**config.mk**
```make
export PLATFORM = sky130hd
export DESIGN_NAME = avalon_aip_fifo
export DESIGN_NICKNAME = d
export VERILOG_FILES = /design/src/rtl/avalon_aip_fifo.sv
export SDC_FILE = /design/constraint.sdc
export NUM_CORES = 1
export LEC_CHECK = 0
export CORE_UTILIZATION = 36
export DETAILED_ROUTE_END_ITERATION = 8
export HOLD_SLACK_MARGIN = 0.1
export RECOVER_POWER = 50
export SYNTH_ARGS = -nofsm -noshare
export SYNTH_HDL_FRONTEND = slang
export SYNTH_SLANG_ARGS = --single-unit
```
**constraint.sdc**
```tcl
create_clock -name i_clk -period 36.6 [get_ports i_clk]
set_clock_uncertainty 0.2 [all_clocks]
set_input_delay 7.32 -clock i_clk [delete_from_list [all_inputs] [get_ports i_clk]]
set_output_delay 7.32 -clock i_clk [all_outputs]
set_load 0.01 [all_outputs]
```
**src/rtl/avalon_aip_fifo.sv**
```systemverilog
// -----------------------------------------------------------------------------
// avalon_aip_fifo
// Avalon-MM slave bridging a Nios master to one AIP core. Write data is queued
// in a TX FIFO that drains one word per cycle into the core whenever the core
// is not busy. A start request is deferred until the FIFO has fully drained.
// The block also provides a status register and a maskable interrupt.
//
// Register map (full-width byte address compare, unmapped reads return 0):
//   0x00 DATA_OUT (R)   core result; o_aip_read is pulsed during the access
//   0x04 DATA_IN  (W)   push into the TX FIFO
//   0x08 CONFIG   (R/W) low CFG_W bits drive o_aip_config
//   0x0C CTRL     (W)   bit1 flush, bit0 start request
//   0x10 STATUS   (R)   [0] empty [1] full [2] ovf [3] start pending
//                       [4] irq pending [8+:LVL_W] count; write bit2 clears ovf
//   0x14 IRQ      (R/W) [0] pending (write 1 clears), [1] enable
//
// Ports:
//   i_clk, i_rst                 clock, asynchronous active-high reset
//   i_avalon_*                   Avalon-MM slave inputs
//   o_avalon_readdata/valid      registered read response, latency 1
//   i_aip_dataOut, o_aip_read    core result word and its pop strobe
//   i_aip_busy                   core cannot accept a data word
//   o_aip_dataIn, o_aip_write    registered data word and push pulse
//   o_aip_config                 CONFIG[CFG_W-1:0]
//   o_aip_start                  registered start pulse
//   i_aip_int, o_core_int        core interrupt in, masked interrupt out
//
// Build option: define AVALON_AIP_IRQ_EDGE_EN to latch rising edges of
// i_aip_int into a sticky pending bit; otherwise pending follows i_aip_int.
// -----------------------------------------------------------------------------
module avalon_aip_fifo #(
    parameter int DATA_W     = 32,
    parameter int ADDR_W     = 8,
    parameter int CFG_W      = 5,
    parameter int FIFO_DEPTH = 8
) (
    input  logic              i_clk,
    input  logic              i_rst,
    input  logic [ADDR_W-1:0] i_avalon_address,
    input  logic              i_avalon_chipselect,
    input  logic              i_avalon_write,
    input  logic              i_avalon_read,
    input  logic [DATA_W-1:0] i_avalon_writedata,
    output logic [DATA_W-1:0] o_avalon_readdata,
    output logic              o_avalon_readdatavalid,
    input  logic [DATA_W-1:0] i_aip_dataOut,
    input  logic              i_aip_busy,
    output logic [DATA_W-1:0] o_aip_dataIn,
    output logic [CFG_W-1:0]  o_aip_config,
    output logic              o_aip_read,
    output logic              o_aip_write,
    output logic              o_aip_start,
    input  logic              i_aip_int,
    output logic              o_core_int
);

    localparam int PTR_W = $clog2(FIFO_DEPTH);
    localparam int LVL_W = $clog2(FIFO_DEPTH) + 1;

    localparam logic [ADDR_W-1:0] A_DATA_OUT = ADDR_W'(32'h00);
    localparam logic [ADDR_W-1:0] A_DATA_IN  = ADDR_W'(32'h04);
    localparam logic [ADDR_W-1:0] A_CONFIG   = ADDR_W'(32'h08);
    localparam logic [ADDR_W-1:0] A_CTRL     = ADDR_W'(32'h0C);
    localparam logic [ADDR_W-1:0] A_STATUS   = ADDR_W'(32'h10);
    localparam logic [ADDR_W-1:0] A_IRQ      = ADDR_W'(32'h14);
    localparam logic [LVL_W-1:0]  LVL_FULL   = LVL_W'(FIFO_DEPTH);

    logic [DATA_W-1:0] fifo_mem_r [FIFO_DEPTH];
    logic [PTR_W-1:0]  wr_ptr_r;
    logic [PTR_W-1:0]  rd_ptr_r;
    logic [LVL_W-1:0]  count_r;
    logic [LVL_W-1:0]  count_nxt_s;
    logic [DATA_W-1:0] config_r;
    logic              ovf_r;
    logic              start_pend_r;
    logic              start_pend_nxt_s;
    logic              irq_en_r;
    logic              irq_pend_s;
    logic [DATA_W-1:0] readdata_r;
    logic              readdatavalid_r;
    logic [DATA_W-1:0] aip_data_r;
    logic              aip_write_r;
    logic              aip_start_r;
    logic [DATA_W-1:0] rd_mux_s;
    logic [DATA_W-1:0] status_s;

    // A simultaneous read and write strobe is handled as a write only.
    logic acc_wr_s, acc_rd_s;
    assign acc_wr_s = i_avalon_chipselect & i_avalon_write;
    assign acc_rd_s = i_avalon_chipselect & i_avalon_read & ~i_avalon_write;

    logic push_req_s, flush_s, start_req_s, ovf_clr_s, cfg_wr_s, irq_wr_s;
    assign push_req_s  = acc_wr_s & (i_avalon_address == A_DATA_IN);
    assign flush_s     = acc_wr_s & (i_avalon_address == A_CTRL) & i_avalon_writedata[1];
    assign start_req_s = acc_wr_s & (i_avalon_address == A_CTRL) & i_avalon_writedata[0];
    assign ovf_clr_s   = acc_wr_s & (i_avalon_address == A_STATUS) & i_avalon_writedata[2];
    assign cfg_wr_s    = acc_wr_s & (i_avalon_address == A_CONFIG);
    assign irq_wr_s    = acc_wr_s & (i_avalon_address == A_IRQ);

    logic fifo_empty_s, fifo_full_s, pop_s, push_ok_s, ovf_set_s;
    assign fifo_empty_s = (count_r == LVL_W'(0));
    assign fifo_full_s  = (count_r == LVL_W'(LVL_FULL));
    // A flush discards everything, including any word that would drain this cycle.
    assign pop_s        = ~fifo_empty_s & ~i_aip_busy & ~flush_s;
    // A full FIFO still accepts a push when the head leaves in the same cycle.
    assign push_ok_s    = push_req_s & ~flush_s & (~fifo_full_s | pop_s);
    assign ovf_set_s    = push_req_s & ~flush_s & ~push_ok_s;

    // Start fires immediately on an empty (or just-flushed) FIFO; otherwise it
    // waits until the count reaches zero, which is the cycle the final word is
    // presented on o_aip_write, so the pulse lands one cycle after that word.
    logic start_now_s, start_drain_s, start_fire_s;
    assign start_now_s   = start_req_s & (fifo_empty_s | flush_s) & ~push_ok_s;
    assign start_drain_s = start_pend_r & fifo_empty_s & ~push_ok_s & ~flush_s;
    assign start_fire_s  = start_now_s | start_drain_s;

    // FIFO occupancy and pending-start next-state.
    always_comb begin
        count_nxt_s      = count_r;
        start_pend_nxt_s = start_pend_r;
        if (flush_s) begin
            count_nxt_s = LVL_W'(0);
        end else if (push_ok_s && !pop_s) begin
            count_nxt_s = count_r + LVL_W'(1);
        end else if (pop_s && !push_ok_s) begin
            count_nxt_s = count_r - LVL_W'(1);
        end else begin
            count_nxt_s = count_r;
        end
        if (flush_s || start_fire_s) begin
            start_pend_nxt_s = 1'b0;
        end else if (start_req_s) begin
            start_pend_nxt_s = 1'b1;
        end else begin
            start_pend_nxt_s = start_pend_r;
        end
    end

    // Readback multiplexer; write-only and unmapped addresses return zero.
    always_comb begin
        status_s              = DATA_W'(0);
        status_s[0]           = fifo_empty_s;
        status_s[1]           = fifo_full_s;
        status_s[2]           = ovf_r;
        status_s[3]           = start_pend_r;
        status_s[4]           = irq_pend_s;
        status_s[8 +: LVL_W]  = count_r;
        rd_mux_s              = DATA_W'(0);
        case (i_avalon_address)
            A_DATA_OUT: rd_mux_s = i_aip_dataOut;
            A_CONFIG:   rd_mux_s = config_r;
            A_STATUS:   rd_mux_s = status_s;
            A_IRQ:      rd_mux_s = DATA_W'({irq_en_r, irq_pend_s});
            default:    rd_mux_s = DATA_W'(0);
        endcase
    end

    // FIFO storage, pointers and the registered AIP/Avalon outputs.
    always_ff @(posedge i_clk or posedge i_rst) begin
        if (i_rst) begin
            for (int i = 0; i < FIFO_DEPTH; i++) begin
                fifo_mem_r[i] <= DATA_W'(0);
            end
            wr_ptr_r        <= PTR_W'(0);
            rd_ptr_r        <= PTR_W'(0);
            count_r         <= LVL_W'(0);
            config_r        <= DATA_W'(0);
            ovf_r           <= 1'b0;
            start_pend_r    <= 1'b0;
            irq_en_r        <= 1'b0;
            readdata_r      <= DATA_W'(0);
            readdatavalid_r <= 1'b0;
            aip_data_r      <= DATA_W'(0);
            aip_write_r     <= 1'b0;
            aip_start_r     <= 1'b0;
        end else begin
            if (push_ok_s) begin
                fifo_mem_r[wr_ptr_r] <= i_avalon_writedata;
            end
            if (flush_s) begin
                wr_ptr_r <= PTR_W'(0);
                rd_ptr_r <= PTR_W'(0);
            end else begin
                if (push_ok_s) begin
                    wr_ptr_r <= wr_ptr_r + PTR_W'(1);
                end
                if (pop_s) begin
                    rd_ptr_r <= rd_ptr_r + PTR_W'(1);
                end
            end
            count_r      <= count_nxt_s;
            start_pend_r <= start_pend_nxt_s;
            if (ovf_set_s) begin
                ovf_r <= 1'b1;
            end else if (ovf_clr_s) begin
                ovf_r <= 1'b0;
            end
            if (cfg_wr_s) begin
                config_r <= i_avalon_writedata;
            end
            if (irq_wr_s) begin
                irq_en_r <= i_avalon_writedata[1];
            end
            readdatavalid_r <= acc_rd_s;
            if (acc_rd_s) begin
                readdata_r <= rd_mux_s;
            end
            aip_write_r <= pop_s;
            if (pop_s) begin
                aip_data_r <= fifo_mem_r[rd_ptr_r];
            end
            aip_start_r <= start_fire_s;
        end
    end

`ifdef AVALON_AIP_IRQ_EDGE_EN
    logic int_d_r;
    logic irq_pend_r;
    logic irq_clr_s;
    assign irq_clr_s = irq_wr_s & i_avalon_writedata[0];

    // Sticky edge-detected interrupt; a new edge wins over a coincident clear.
    always_ff @(posedge i_clk or posedge i_rst) begin
        if (i_rst) begin
            int_d_r    <= 1'b0;
            irq_pend_r <= 1'b0;
        end else begin
            int_d_r <= i_aip_int;
            if (i_aip_int && !int_d_r) begin
                irq_pend_r <= 1'b1;
            end else if (irq_clr_s) begin
                irq_pend_r <= 1'b0;
            end
        end
    end
    assign irq_pend_s = irq_pend_r;
`else
    assign irq_pend_s = i_aip_int;
`endif

    assign o_avalon_readdata      = readdata_r;
    assign o_avalon_readdatavalid = readdatavalid_r;
    assign o_aip_dataIn           = aip_data_r;
    assign o_aip_write            = aip_write_r;
    assign o_aip_start            = aip_start_r;
    assign o_aip_config           = config_r[CFG_W-1:0];
    assign o_aip_read             = acc_rd_s & (i_avalon_address == A_DATA_OUT);
    assign o_core_int             = irq_pend_s & irq_en_r;

endmodule
```
==> results of run 1 <==
-- worst register-to-register path, stage by stage (launching register included) --
cell and delay [ns]:
dfrtp_1 0.46, or4_1 0.65, nand2b_1 0.27, o21ai_2 0.17, nand4_1 0.88, buf_4 0.49
mux2_2 0.39
-- power by group --
group	total (mW)	internal (mW)	switching (mW)	leakage [nW]
registers	0.455	0.425	0.0302	5.06
clock network	0.404	0.242	0.162	0.644
logic	0.163	0.0760	0.0874	3.72
total	1.02	0.743	0.280	9.43
-- state kept, by name, summed over array words and instances, names as in the netlist --
name	cells
o_aip_dataIn	32
o_avalon_readdatavalid	1
o_aip_write	1
o_avalon_readdata	32
wr_ptr_r	3
rd_ptr_r	3
ovf_r	1
fifo_mem_r	256
o_aip_start	1
start_pend_r	1
irq_en_r	1
count_r	4
config_r	32
-- metal layers --
| metal | routed length [um] | vias to the layer above | GRT usage [%] |
|---|---|---|---|
| met5 | 0 | - | 0 |
| met4 | 695 | 0 | 4.78 |
| met3 | 1590 | 54 | 3.07 |
| met2 | 18900 | 180 | 28.4 |
| met1 | 18300 | 5102 | 24.4 |
| li1 | - | 4371 | - |
-- area by class of cell --
type / count / area, um2
fillers: 4005 / 24900
flip-flops and latches: 368 / 9220
multi-input cells: 657 / 6720
repair buffers: 174 / 1670
clock buffers: 65 / 1220
well taps: 592 / 741
clock inverters: 8 / 104
inverters: 8 / 31.3
diodes: 2 / 5.00
-- logic make-up (layout without fill, tap and decap cells) --
logic type	Yosys count	count (layout)	share of synthesized area (%)
AOI/OAI and AO/OA	96	96	3.56
xor gates and xnor gates	5	5	0.267
adders and majority gates	5	5	0.426
buffers and inverters	88	255	2.99
DFF	368	368	56.0
muxes	419	419	32.6
other	0	2	0
and+or+nand+nor	132	132	4.11
-- layout by cell type, fill, tap and decap left out, drive strengths merged, types with 7 or more instances in the layout --
cell type	Yosys	layout
dfrtp	368	368
mux2	289	289
clkdlybuf4s50	0	76
dlygate4sd3	0	75
clkbuf	22	69
mux2i	66	66
mux4	64	64
nor2	57	57
a21oi	47	47
nand2	38	38
o31ai	24	24
buf	58	19
o21ai	13	13
nand3	7	7
inv	8	7
-- per-stage QoR --
step	std cells	hold slack (ns)
floorplan	1113	0.252
global route	1872	0.290
finish	1874	0.269
global placement	1799	0.260
detailed placement	1799	0.267
CTS	1872	0.280
-- worst max path at each step --
stage                         from  cells after the start  slack, ns                       to
2_1_floorplan                i_rst                      1      18.86  config_r[0]$_DFFE_PP0P_
3_3_place_gp        i_avalon_write                      5      19.33               o_aip_read
3_5_place_dp   i_avalon_address[7]                      5      19.35               o_aip_read
4_1_cts        i_avalon_address[7]                      5      19.33               o_aip_read
5_1_grt                      i_rst                      3      13.18  rd_ptr_r[0]$_DFFE_PP0P_
6_report                     i_rst                      3      16.11  rd_ptr_r[0]$_DFFE_PP0P_
==> out/results.tsv, run 1 <==
metric	value	unit
outcome	complete, but fails checks	
failing checks	capacitance limit, slew limit	
synth cell count leaders	368 x dfrtp_1, 233 x mux2_2, 66 x mux2i_1	
worst reg-to-reg setup slack	32.97	ns
register area share after synthesis	56.0	%
worst path cell trace	dlygate4sd3_1 -> clkinvlp_2 -> clkbuf_1	
ranking of synthesized cells by area	dfrtp_1 56%, mux2_2 16%, mux4_2 8.8%	
Max Root-Sink Buffers	3	
setup violators final	0	
post-synthesis cell type count	49	
remaining routing DRC violations	0	
Final WS setup	16.11	ns
Die Y	216	um
first drt pass iteration count	5	
initial antenna violation count	1	
cell area power density	51.9	nW/um2
row cnt	77	
crit-path leading delay family	buffers and inverters	
flop and latch count out of synthesis	368	
final WL	39500	um
pre-CTS WS	19.35	ns
R2R Path End	fifo_mem_r[131]$_DFFE_PP0P_	
Resize count post-CTS	0	
Min-Delay Path Depth	2	
number of synthesized flops with an enable pin	0	
area leader, netlist	dfrtp_1	
placed inst area	18400	um2
Starting DRT DRC Count	497	
via count	9707	
peak supply drop	0.0349	mV
fmax	48.8	MHz
post-route cell area	19700	um2
most common cell in the synthesized netlist	dfrtp_1	
Synth Flop Type	dfrtp_1	
Via density	5.18	
synthesis-to-finish area growth	19.9	%
setup bufs post-CTS	0	
H-tree lvl count	2	
reg2reg start	count_r[0]$_DFFE_PP0P_	
CTS tree	yes	
vias in the first global route	10100	
Initial Util	36.8	%
static leakage	9.43	nW
hold_sp	o_avalon_readdata[25]$_DFFE_PP0P_	
Post-CTS Hold Fix Bufs	0	
GP Congestion	0.739	
warnings from Yosys	0	
Worst slew margin	-464	%
Die Wd	216	um
drt wl/cell	21.1	um
worst stage delay on the critical path	6.19	ns
Clock Latency Late Sink	0.55	ns
RSZ-0062 raised after global routing	false	
Slew Limit Fails	419	
clk slew on worst S/H paths	0.06	ns
maximum number of pins on one net before global-route repair	165	
num ports	153	
slowest cell on the critical path	clkbuf_1	
Nets	1334	
CP Launch Type	input pin	
Num CTS Buffers	41	
Fin. Hold Viols	0	
Worst EP required	33.69	ns
min Tclk post-route	20.49	ns
core area	44600	um2
final period utilization	56.0	%
Yosys top cell area share	56.0	%
global route total overflow	0	
Detailed Place HPWL	24000	um
die area	46500	um2
r2r worst-path depth	6	
arrival time worst endpoint	17.57	ns
Pwr Total	1.02	mW
share of post-route cells with drive strength above 1	30.1	%
HP Class	reg -> reg	
clk root buf	clkbuf_16	
Setup Total Neg Slack	0	ns
critical path type	in -> async	
first-pass GRT wire length	62600	um
worst-path fanout max	164	
Util after Layout	44.2	%
all-layer global routing usage	17.6	%
clk sinks	368	
antenna viol nets, final	0	
Post-Syn Area	16400	um2
WHS Endpoint	o_avalon_readdata[25]$_DFFE_PP0P_	
Syn Nets	1197	
# port buffers	152	
Post-synth ARST share	100	%
Worst-Margin Slew	8.46	ns
maxcap violations	5	
Syn Area/Cell	14.8	um2
Syn Inst Count	1113	
WP buf/inv	3	
crit path capture type	asynchronous set/reset pin	
Power figures use the tool's default switching activity.
==> run 2, diff against run 1 <==
clock period = 16.9 ns   (was 36.6 ns; I/O delays follow)
==> out/results.tsv, run 2 (same netlist as run 1, synthesis figures left out) <==
metric	value	unit
Nets	1332	
most common cell after layout, fill and taps aside	dfrtp_1	
Fin. Hold Viols	0	
Max Root-Sink Buffers	3	
Hold Slack	0.266	ns
CTS tree	yes	
GP Congestion	0.749	
static leakage	9.44	nW
Cell Int Power	1.63	mW
failing checks	capacitance limit, slew limit	
drt wl/cell	20.8	um
via count	9749	
Seq pwr share	44.3	%
met2 usage	27.9	%
hold_sp	o_avalon_readdata[20]$_DFFE_PP0P_	
most frequent cells in the layout	365 x dfrtp_1, 233 x mux2_2, 76 x clkdlybuf4s50_1, 75 x dlygate4sd3_1, 66 x mux2i_1	
Clock Latency Late Sink	0.56	ns
reg2reg start	count_r[0]$_DFFE_PP0P_	
Via density	5.21	
sw frac	27.3	%
vias in the first global route	10300	
clk root buf	clkbuf_16	
crit path capture type	output port	
Detailed Place HPWL	23500	um
min Tclk post-route	10.98	ns
row cnt	77	
sequential cell area	9220	um2
post-route cell area	19700	um2
multi-input logic area	6720	um2
worst-path fanout max	57	
HP Class	reg -> reg	
global route total overflow	0	
RSZ-0062 raised after global routing	false	
maxcap violations	4	
GR met3 Demand/Resource	3.20	%
maximum number of pins on one net before global-route repair	162	
Most Crowded Layer GR	met2	
num ports	153	
Top reg by flops	fifo_mem_r	
Final WS setup	5.92	ns
switching power	0.611	mW
WHS Endpoint	o_avalon_readdata[20]$_DFFE_PP0P_	
Die Y	216	um
H-tree lvl count	2	
Post-CTS Hold Fix Bufs	0	
clk sinks	368	
Slew Limit Fails	260	
peak supply drop	0.0604	mV
CP Launch Type	input pin	
initial antenna violation count	4	
Num CTS Buffers	41	
Min-Delay Path Depth	2	
critical path type	in -> out	
die area	46500	um2
Setup Total Neg Slack	0	ns
Worst-Margin Slew	6.10	ns
R2R Path End	o_aip_dataIn[21]$_DFFE_PP0P_	
# port buffers	152	
Starting DRT DRC Count	547	
Clk pwr share	40.1	%
synthesis-to-finish area growth	20.1	%
# fillers	4022	
clk slew on worst S/H paths	0.06	ns
setup violators final	0	
outcome	complete, but fails checks	
combinational fraction of design power	15.6	%
placed inst area	18400	um2
Initial Util	36.8	%
final WL	39000	um
Resize count post-CTS	0	
GRT met1 Usage	24.2	%
pre-CTS WS	7.52	ns
Die Wd	216	um
share of post-route cells with drive strength above 1	29.9	%
setup bufs post-CTS	0	
first-pass GRT wire length	62400	um
arrival time worst endpoint	7.40	ns
Worst slew margin	-309	%
max reg flops	256	
cell area power density	114	nW/um2
core area	44600	um2
first drt pass iteration count	4	
fmax	91.1	MHz
remaining routing DRC violations	0	
Worst EP required	13.32	ns
r2r worst-path depth	6	
antenna viol nets, final	0	
all-layer global routing usage	17.4	%
final period utilization	65.0	%
worst reg-to-reg setup slack	12.71	ns
[run 2: stage by stage]
stage | power (mW) | std cells | utilization (%)
floorplan | 1.22 | 1113 | -
global placement | 1.37 | 1797 | 41.3
detailed placement | 1.38 | 1797 | 41.3
CTS | 2.29 | 1871 | 44.3
global route | 2.35 | 1872 | 44.2
finish | 2.24 | 1873 | 44.2
[run 2: layer usage]
| metal | wire length [um] | vias up |
|---|---|---|
| met1 | 18100 | 5137 |
| met5 | 26 | - |
| met3 | 1640 | 58 |
| li1 | - | 4371 |
| met2 | 18600 | 179 |
| met4 | 694 | 4 |
[run 2: cell type report]
type	count	area share [%]
diodes	2	0.0254
clock buffers	67	6.26
clock inverters	7	0.596
inverters	8	0.158
multi-input cells	657	34.0
flip-flops and latches	368	46.7
well taps	592	3.75
repair buffers	172	8.47
[run 2: worst max-delay path by stage]
stage	end	start	slack (ns)	depth (start not counted)
floorplan	config_r[0]$_DFFE_PP0P_	i_rst	3.10	1
finish	o_aip_read	i_avalon_write	5.92	5
detailed placement	o_aip_read	i_avalon_address[7]	7.52	5
CTS	o_aip_read	i_avalon_address[7]	7.50	5
global placement	o_aip_read	i_avalon_write	7.52	5
global route	o_aip_read	i_avalon_write	5.64	5
[run 2: worst max-delay path, cell delays in order]
cell and delay, ns:
dlygate4sd3_1 0.64, nand3b_1 0.14, clkbuf_1 1.98, nor3_1 0.54, clkdlybuf4s50_1 0.70
[run 2: power by group through the flow]
stage / registers, mW / clock network [mW] / logic (mW)
floorplan: 0.966 / 0 / 0.254
global placement: 1.01 / 0 / 0.363
detailed placement: 1.01 / 0 / 0.366
CTS: 0.996 / 0.926 / 0.367
global route: 1.00 / 0.962 / 0.381
finish: 0.993 / 0.898 / 0.350
